**config.mk**
```make
export PLATFORM = sky130hd
export DESIGN_NAME = regfile_wr_arbiter_flat
export DESIGN_NICKNAME = d
export VERILOG_FILES = /design/src/rtl/regfile_arb_pkg.sv /design/src/rtl/regfile_wr_arbiter_if.sv /design/src/rtl/rr_arb2.sv /design/src/rtl/regfile_wr_arbiter.sv /design/src/flat_wrapper.sv
export SDC_FILE = /design/constraint.sdc
export NUM_CORES = 1
export LEC_CHECK = 0
export CAP_MARGIN = 25
export CORE_MARGIN = 5
export CORE_UTILIZATION = 48
export DETAILED_ROUTE_END_ITERATION = 10
export GPL_TIMING_DRIVEN = 0
export HOLD_SLACK_MARGIN = 0.1
export PLACE_DENSITY_LB_ADDON = 0.1
export SLEW_MARGIN = 10
export SYNTH_ARGS = -nofsm -noshare
export SYNTH_HDL_FRONTEND = slang
export SYNTH_SLANG_ARGS = --single-unit
```
**constraint.sdc**
```tcl
create_clock -name clk -period 2.7 [get_ports clk]
set_input_delay 0.54 -clock clk [delete_from_list [all_inputs] [get_ports clk]]
set_output_delay 0.54 -clock clk [all_outputs]
set_load 0.005 [all_outputs]
```
**src/rtl/regfile_arb_pkg.sv**
```systemverilog
// Shared constants and types for the register-file write-port arbiter.
package regfile_arb_pkg;

  localparam int REG_AW  = 3;
  localparam int REG_DW  = 16;
  localparam int NUM_REQ = 2;
  localparam int REQ0    = 0;
  localparam int REQ1    = 1;

  typedef enum logic {
    FAV_REQ0 = 1'b0,
    FAV_REQ1 = 1'b1
  } rr_ptr_e;

endpackage

```
**src/rtl/regfile_wr_arbiter_if.sv**
```systemverilog
// Requester handshakes plus register-file write port of regfile_wr_arbiter.
interface regfile_wr_arbiter_if
  import regfile_arb_pkg::*;
#(
  parameter int AW = REG_AW,
  parameter int DW = REG_DW
);

  logic [NUM_REQ-1:0] req_valid;
  logic [NUM_REQ-1:0] req_ready;
  logic [AW-1:0]      req_addr0;
  logic [DW-1:0]      req_data0;
  logic [AW-1:0]      req_addr1;
  logic [DW-1:0]      req_data1;
  logic [NUM_REQ-1:0] done;
  logic               wr_en;
  logic [AW-1:0]      write_reg;
  logic [DW-1:0]      write_data;
  logic [NUM_REQ-1:0] pending;

  modport master (
    output req_valid, req_addr0, req_data0, req_addr1, req_data1,
    input  req_ready, done, wr_en, write_reg, write_data, pending
  );

  modport slave (
    input  req_valid, req_addr0, req_data0, req_addr1, req_data1,
    output req_ready, done, wr_en, write_reg, write_data, pending
  );

endinterface

```
**src/rtl/rr_arb2.sv**
```systemverilog
// Two-way round-robin arbiter; owns the pointer that says which requester wins a tie.
module rr_arb2
  import regfile_arb_pkg::*;
(
  input  logic               clk,
  input  logic               rst,
  input  logic [NUM_REQ-1:0] req,
  input  logic               adv,
  output logic [NUM_REQ-1:0] gnt
);

  rr_ptr_e ptr_q;
  rr_ptr_e ptr_d;

  always_ff @(posedge clk or posedge rst) begin
    if (rst) ptr_q <= FAV_REQ0;
    else     ptr_q <= ptr_d;
  end

  always_comb begin
    gnt   = '0;
    ptr_d = ptr_q;
    if (req[REQ0] && (!req[REQ1] || ptr_q == FAV_REQ0)) gnt[REQ0] = 1'b1;
    else if (req[REQ1])                                 gnt[REQ1] = 1'b1;
    // The pointer always ends up favouring whoever did not just win.
    if (adv && gnt[REQ0])      ptr_d = FAV_REQ1;
    else if (adv && gnt[REQ1]) ptr_d = FAV_REQ0;
  end

endmodule

```
**src/rtl/regfile_wr_arbiter.sv**
```systemverilog
// Shares the register-file write port between two buffered requesters.
// Optional REGFILE_ARB_MERGE_EN: same-address pending writes collapse into one.
module regfile_wr_arbiter
  import regfile_arb_pkg::*;
#(
  parameter int AW = REG_AW,
  parameter int DW = REG_DW
)(
  input  logic                 clk,
  input  logic                 rst,
  regfile_wr_arbiter_if.slave  bus
);

  logic [NUM_REQ-1:0] buf_vld_q, buf_vld_d;
  logic [AW-1:0]      buf_addr_q [NUM_REQ];
  logic [AW-1:0]      buf_addr_d [NUM_REQ];
  logic [DW-1:0]      buf_data_q [NUM_REQ];
  logic [DW-1:0]      buf_data_d [NUM_REQ];
  logic               wr_en_q, wr_en_d;
  logic [AW-1:0]      write_reg_q, write_reg_d;
  logic [DW-1:0]      write_data_q, write_data_d;
  logic [NUM_REQ-1:0] done_q, done_d;

  logic [NUM_REQ-1:0] gnt;
  logic [NUM_REQ-1:0] clr;
  logic [NUM_REQ-1:0] rdy;
  logic [NUM_REQ-1:0] acc;
  logic               merge;

  rr_arb2 u_arb (
    .clk (clk),
    .rst (rst),
    .req (buf_vld_q),
    .adv (|gnt),
    .gnt (gnt)
  );

  always_comb begin
    merge = 1'b0;
`ifdef REGFILE_ARB_MERGE_EN
    merge = (&buf_vld_q) && (buf_addr_q[REQ0] == buf_addr_q[REQ1]);
`endif
    // A merged write retires the losing buffer together with the winner.
    clr       = merge ? {NUM_REQ{1'b1}} : gnt;
    rdy       = ~buf_vld_q | clr;
    acc       = bus.req_valid & rdy;
    buf_vld_d = acc | (buf_vld_q & ~clr);

    buf_addr_d = buf_addr_q;
    buf_data_d = buf_data_q;
    if (acc[REQ0]) begin
      buf_addr_d[REQ0] = bus.req_addr0;
      buf_data_d[REQ0] = bus.req_data0;
    end
    if (acc[REQ1]) begin
      buf_addr_d[REQ1] = bus.req_addr1;
      buf_data_d[REQ1] = bus.req_data1;
    end

    wr_en_d      = |gnt;
    done_d       = clr;
    write_reg_d  = write_reg_q;
    write_data_d = write_data_q;
    if (gnt[REQ0]) begin
      write_reg_d  = buf_addr_q[REQ0];
      write_data_d = buf_data_q[REQ0];
    end else if (gnt[REQ1]) begin
      write_reg_d  = buf_addr_q[REQ1];
      write_data_d = buf_data_q[REQ1];
    end
  end

  always_ff @(posedge clk or posedge rst) begin
    if (rst) begin
      buf_vld_q    <= '0;
      buf_addr_q   <= '{default: '0};
      buf_data_q   <= '{default: '0};
      wr_en_q      <= 1'b0;
      write_reg_q  <= '0;
      write_data_q <= '0;
      done_q       <= '0;
    end else begin
      buf_vld_q    <= buf_vld_d;
      buf_addr_q   <= buf_addr_d;
      buf_data_q   <= buf_data_d;
      wr_en_q      <= wr_en_d;
      write_reg_q  <= write_reg_d;
      write_data_q <= write_data_d;
      done_q       <= done_d;
    end
  end

  assign bus.req_ready  = rdy;
  assign bus.pending    = buf_vld_q;
  assign bus.wr_en      = wr_en_q;
  assign bus.write_reg  = write_reg_q;
  assign bus.write_data = write_data_q;
  assign bus.done       = done_q;

endmodule

```
**src/flat_wrapper.sv**
```systemverilog
// flat-port wrapper written by rule: the top's interface ports become plain ports
module regfile_wr_arbiter_flat import regfile_arb_pkg::*;
#(
  parameter int AW = REG_AW,
  parameter int DW = REG_DW
)
  (clk, rst, bus_req_valid, bus_req_addr0, bus_req_data0, bus_req_addr1, bus_req_data1, bus_req_ready, bus_done, bus_wr_en, bus_write_reg, bus_write_data, bus_pending);
  regfile_wr_arbiter_if #(.AW(AW), .DW(DW)) bus_i ();
  input  logic clk;
  input  logic rst;
  input wire logic [$bits(bus_i.req_valid)-1:0] bus_req_valid;
  input wire logic [$bits(bus_i.req_addr0)-1:0] bus_req_addr0;
  input wire logic [$bits(bus_i.req_data0)-1:0] bus_req_data0;
  input wire logic [$bits(bus_i.req_addr1)-1:0] bus_req_addr1;
  input wire logic [$bits(bus_i.req_data1)-1:0] bus_req_data1;
  output wire logic [$bits(bus_i.req_ready)-1:0] bus_req_ready;
  output wire logic [$bits(bus_i.done)-1:0] bus_done;
  output wire logic [$bits(bus_i.wr_en)-1:0] bus_wr_en;
  output wire logic [$bits(bus_i.write_reg)-1:0] bus_write_reg;
  output wire logic [$bits(bus_i.write_data)-1:0] bus_write_data;
  output wire logic [$bits(bus_i.pending)-1:0] bus_pending;
  assign bus_i.req_valid = bus_req_valid;
  assign bus_i.req_addr0 = bus_req_addr0;
  assign bus_i.req_data0 = bus_req_data0;
  assign bus_i.req_addr1 = bus_req_addr1;
  assign bus_i.req_data1 = bus_req_data1;
  assign bus_req_ready = bus_i.req_ready;
  assign bus_done = bus_i.done;
  assign bus_wr_en = bus_i.wr_en;
  assign bus_write_reg = bus_i.write_reg;
  assign bus_write_data = bus_i.write_data;
  assign bus_pending = bus_i.pending;
  regfile_wr_arbiter #(.AW(AW), .DW(DW)) u_core (.clk(clk), .rst(rst), .bus(bus_i));
endmodule
```
== Word level (Yosys, flattened, before mapping) ==
Index checks and enable logic that the tools add are counted.
Word-level totals
  input bits: 42
  output and inout bits: 26
  register bits: 63
  logic and storage cells: 34
Cells by class
  multiplexer cells: 9
  reduce and logical (&&, ||, !) cells: 8
  bitwise operators: 7
Operators by type and width (number)
  16-bit two-way mux: 2
  3-bit two-way mux: 2
  1-bit two-way mux: 5
  2-bit bitwise AND: 2
  2-bit inverter: 2
  2-bit OR: 2
  2-bit nonzero test: 2
  1-bit logical AND: 3
  2-bit OR reduction: 1
  1-bit logical NOT: 1
  1-bit logical OR: 1
  1-bit inverter: 1

== Depth between registers and ports, before layout ==
  word-level depth: 8
  mapped depth: 5
  gate-level depth less buffers: 3

== Cells and area by module ==
A second synthesis with hierarchy kept.
Unflattened totals
  cells, all modules: 180
  area total of the unflattened synthesis: 2502.4 um^2
By module, submodules not included
  regfile_wr_arbiter: area each 2443.6 um^2, cells each 173, instances 1
  rr_arb2: area each 58.8 um^2, cells each 7, instances 1

== Worst setup path before layout ==
Ideal clock, no wire load.
  path type: register to register
  start: register u_core.u_arb.ptr_q
  end: register u_core.buf_data_q[0] in the netlist's numbering
  cell stages (with the launch flop): 5
  period minus slack after synthesis: 1.391 ns
  data required time: 2.575 ns
  library setup time: 0.125 ns
  arrival time: 1.266 ns
  slack: 1.309 ns
  cells stage by stage: dfrtp_1 nand3b_2 nand2_4 buf_8 mux2_4
Between the ends
  cells in the longest elaborated chain, start to end: 6
Ends and longest elaborated chain
  start, declared: line rr_arb2.sv:12  | rr_ptr_e ptr_q;
  start signal, assigned: line rr_arb2.sv:17  | else ptr_q <= ptr_d;
  1-bit inverter: line rr_arb2.sv:23  | if (req[REQ0] && (!req[REQ1] || ptr_q == FAV_REQ0)) gnt[REQ0] = 1'b1;
  1-bit logical OR: line rr_arb2.sv:23
  1-bit logical AND: line rr_arb2.sv:23
  1-bit two-way mux: line rr_arb2.sv:23
  2-bit OR: line regfile_wr_arbiter.sv:45  | rdy = ~buf_vld_q | clr;
  via bus_req_ready[1]: line flat_wrapper.sv:16  | output wire logic [$bits(bus_i.req_ready)-1:0] bus_req_ready;
  2-bit bitwise AND: line regfile_wr_arbiter.sv:46  | acc = bus.req_valid & rdy;
  end signal, assigned: line regfile_wr_arbiter.sv:85  | buf_data_q <= buf_data_d;
  end, declared: line regfile_wr_arbiter.sv:17  | logic [DW-1:0] buf_data_q [NUM_REQ];
The timed path passes the listed nets, and every way through them passes these cells.
A chain may end at the register's enable or synchronous reset.

== Worst setup path in the final report ==
  start: register u_core.buf_vld_q[0] (netlist: u_core.bus.pending[0])
  end: output port bus_req_ready[0]
Between the ends
  cells in the longest elaborated chain, start to end: 3
  elaborated cells on any way between the ends: 4
Ends and longest elaborated chain
  start, declared: line regfile_wr_arbiter.sv:14  | logic [NUM_REQ-1:0] buf_vld_q, buf_vld_d;
  start signal, assigned: line regfile_wr_arbiter.sv:83  | buf_vld_q <= buf_vld_d;
  1-bit logical AND: line rr_arb2.sv:23
  1-bit two-way mux: line rr_arb2.sv:23
  2-bit OR (*): line regfile_wr_arbiter.sv:45
  end, declared: line flat_wrapper.sv:16
Every way passes the cells marked *; elsewhere a longest branch is shown, timed or not.

==> impl_metrics.yaml <==
drt:
  final_antenna_net_count: 0
  wl_met1_um: 2450
  route.met2.wl_um: 3130
  num_vias: 1733
  drc: 0
  top_layer: "met4"
  route.met3.wl_um: 294
  drtIter0Drc: 57
  routed_wl_um: 5970
  via_per_inst: 5.43
  drtPass1Iterations: 4
  wl_per_cell_um: 18.7
place:
  io_buffers: 67
  place_hpwl_um: 4160
  pre_cts_ws_ns: 0.835
  gp_congestion: 0.764
final_layout:
  n_fill_cell: 389
  final_nets: 288
  area_growth_syn_to_layout_pct: 36.9
  layout_common_cells: "clkdlybuf4s50_1 (67), dfrtp_1 (63), o221a_2 (19)"
  antennaDiodeCount: 0
  layout_commonest_cell: "clkdlybuf4s50_1"
  largest_reg_flops: 32
  drive_gt1_share_pct: 28.9
  top_register: "u_core.buf_data_q"
timing:
  layout_setup_ws_ns: 0.626
  setup_viol: 0
  hold_ws_ns: 0.507
  slew_viol_final: 0
  clock.fmax_mhz: 482
  rsz0062_at_grt: "false"
  min_period_ns: 2.07
  hold_viol_final: 0
  maxSlewHeadroom_pct: 67.6
  worst_pin_slew_ns: 0.486
  fin_skew_ns: 0.00830
  period_share_pct: 76.8
cts:
  ctsResizeCount: 0
  clock-sinks: 63
  cts_tree: "built"
  clk_latency_ns: 0.33
  clk_path_buf_depth: 2
  htreeDepth: 3
  path_clk_slew_ns: 0.06
  ctsHoldBuffers: 0
  cts_buffers: 9
  clock_tree.root_cell: "clkbuf_8"
  postCtsSetupRepairBufs: 0
power:
  p_clk_share_pct: 21.6
  ir_worst_vdd_mv: 0.517
  seq_power_share_pct: 44.2
  power.density_nw_per_um2: 936
  leakage_nw: 1.47
  internal-power_mw: 2.35
  switchingPower_uw: 924
  switching_share_pct: 28.2
  p_comb_share_pct: 34.3
logic_synthesis:
  yosys_register_bits: 63
  synthTopCellsByArea: "dfrtp_1 (62%), o221a_2 (8.4%), mux2_2 (7.9%), mux2_4 (5.9%), mux2_1 (4.4%)"
  yosysWarnings: 0
  syn_nets: 209
  synth.avg_cell_area_um2: 15.3
  synthesis.area_um2: 2560
  post_synth_inst_count: 167
  synth_seq_area_share_pct: 61.7
  synth.top_cell.area_share_pct: 61.7
  synth.distinct_cells: 22
  yosys.area.top_type: "dfrtp_1"
critical_path:
  critPathKind: "register to output pin"
  critPathMaxFanout: 8
  cp.arrival_ns: 1.53
  crit_path_end_kind: "output pin"
  cp.required_ns: 2.16
  critPathLaunchType: "register"
global_route:
  grt_use_total_pct: 18.5
  grt_pass1_wl_um: 10000
  overflow: 0
  grt_start_max_net_pins: 43
  grt_pass1_vias: 1978
  antenna_found_initial: 0
floorplan:
  die_w_um: 83.0
  initial_core_util_pct: 49.7
  die_y_um: 83.0
  core-area_um2: 5140
  std_cell_rows: 26
  pin_count: 68
  dieArea_um2: 6880
worst_hold_path:
  hp-class: "register to register"
job:
  drv_cap: 0
run_status:
  status: "complete, no violations"
## per-stage QoR
step                setup TNS [ns]  util (%)  power (mW)  std cells  cell area (um2)
finish                           0      68.1        3.27        319             3500
global route                     0      68.1        3.47        319             3500
CTS                              0      68.1        3.32        319             3500
detailed placement               0      64.9        2.60        305             3330
global placement            -19.17      64.5        2.53        304             3310
floorplan                        0         -        2.00        167             2560
## logic make-up after synthesis
kind of cell           Yosys count  synth area share (%)
AO/OA/AOI/OAI                   22                  9.25
buffers and inverters           14                  3.08
AND/OR/NAND/NOR                 30                  7.78
multiplexers                    38                  18.2
flip-flops                      63                  61.7
## Yosys cell counts (all sizes together)
library cell and instances:
dfrtp 63, mux2 38, o221a 19, or3 17, buf 7, nand2 5, inv 4, clkbuf 3
nand2b 3, a211o 2, nor2b 2, nand3 1, nand3b 1, o21ai 1, or2 1
## power by group through the flow
| stage | Sequential [mW] | Combinational, mW | Clock, mW |
|---|---|---|---|
| finish | 1.45 | 1.12 | 0.707 |
| global route | 1.49 | 1.21 | 0.773 |
| CTS | 1.45 | 1.14 | 0.725 |
| detailed placement | 1.46 | 1.14 | 0 |
| global placement | 1.44 | 1.09 | 0 |
| floorplan | 1.43 | 0.571 | 0 |
## worst max-delay path: stages, from the launching register on
cell and delay, ns:
dfrtp_1 0.37, buf_2 0.18, nand3_2 0.14, clkdlybuf4s50_1 0.52
## routing by layer
layer / vias up / GRT usage [%]
li1: 775 / -
met1: 893 / 21.1
met2: 57 / 31.8
met3: 8 / 7.62
met4: 0 / 5.20
met5: - / 0
## area by class of cell
type                            instances  area [um2]  share of cell area, %
Sequential cell                        63        1580                   45.1
Multi-Input combinational cell         90         901                   25.8
Timing Repair Buffer                   68         691                   19.7
Clock buffer                           13         159                   4.54
Tap cell                               70        87.6                   2.50
Buffer                                 10        63.8                   1.82
Inverter                                4        15.0                  0.429
Clock inverter                          1        5.00                  0.143
## final timing paths
kind                                                    from                                   end  slack (ns)  cells after the start
max                          u_core.bus.pending[0]$_DFF_PP0_                      bus_req_ready[0]        0.63                      3
min                        u_core.buf_data_q[24]$_DFFE_PP0P_     u_core.buf_data_q[24]$_DFFE_PP0P_        0.51                      1
max reg2reg                  u_core.bus.pending[0]$_DFF_PP0_     u_core.buf_data_q[20]$_DFFE_PP0P_        1.14                      5
min reg2reg                u_core.buf_data_q[24]$_DFFE_PP0P_     u_core.buf_data_q[24]$_DFFE_PP0P_        0.51                      1
max in group asynchronous                                rst  u_core.bus.write_data[1]$_DFFE_PP0P_        1.56                      3
min in group asynchronous                                rst      u_core.buf_data_q[8]$_DFFE_PP0P_        0.55                      2
No activity file was read; power rests on OpenSTA's default activity.
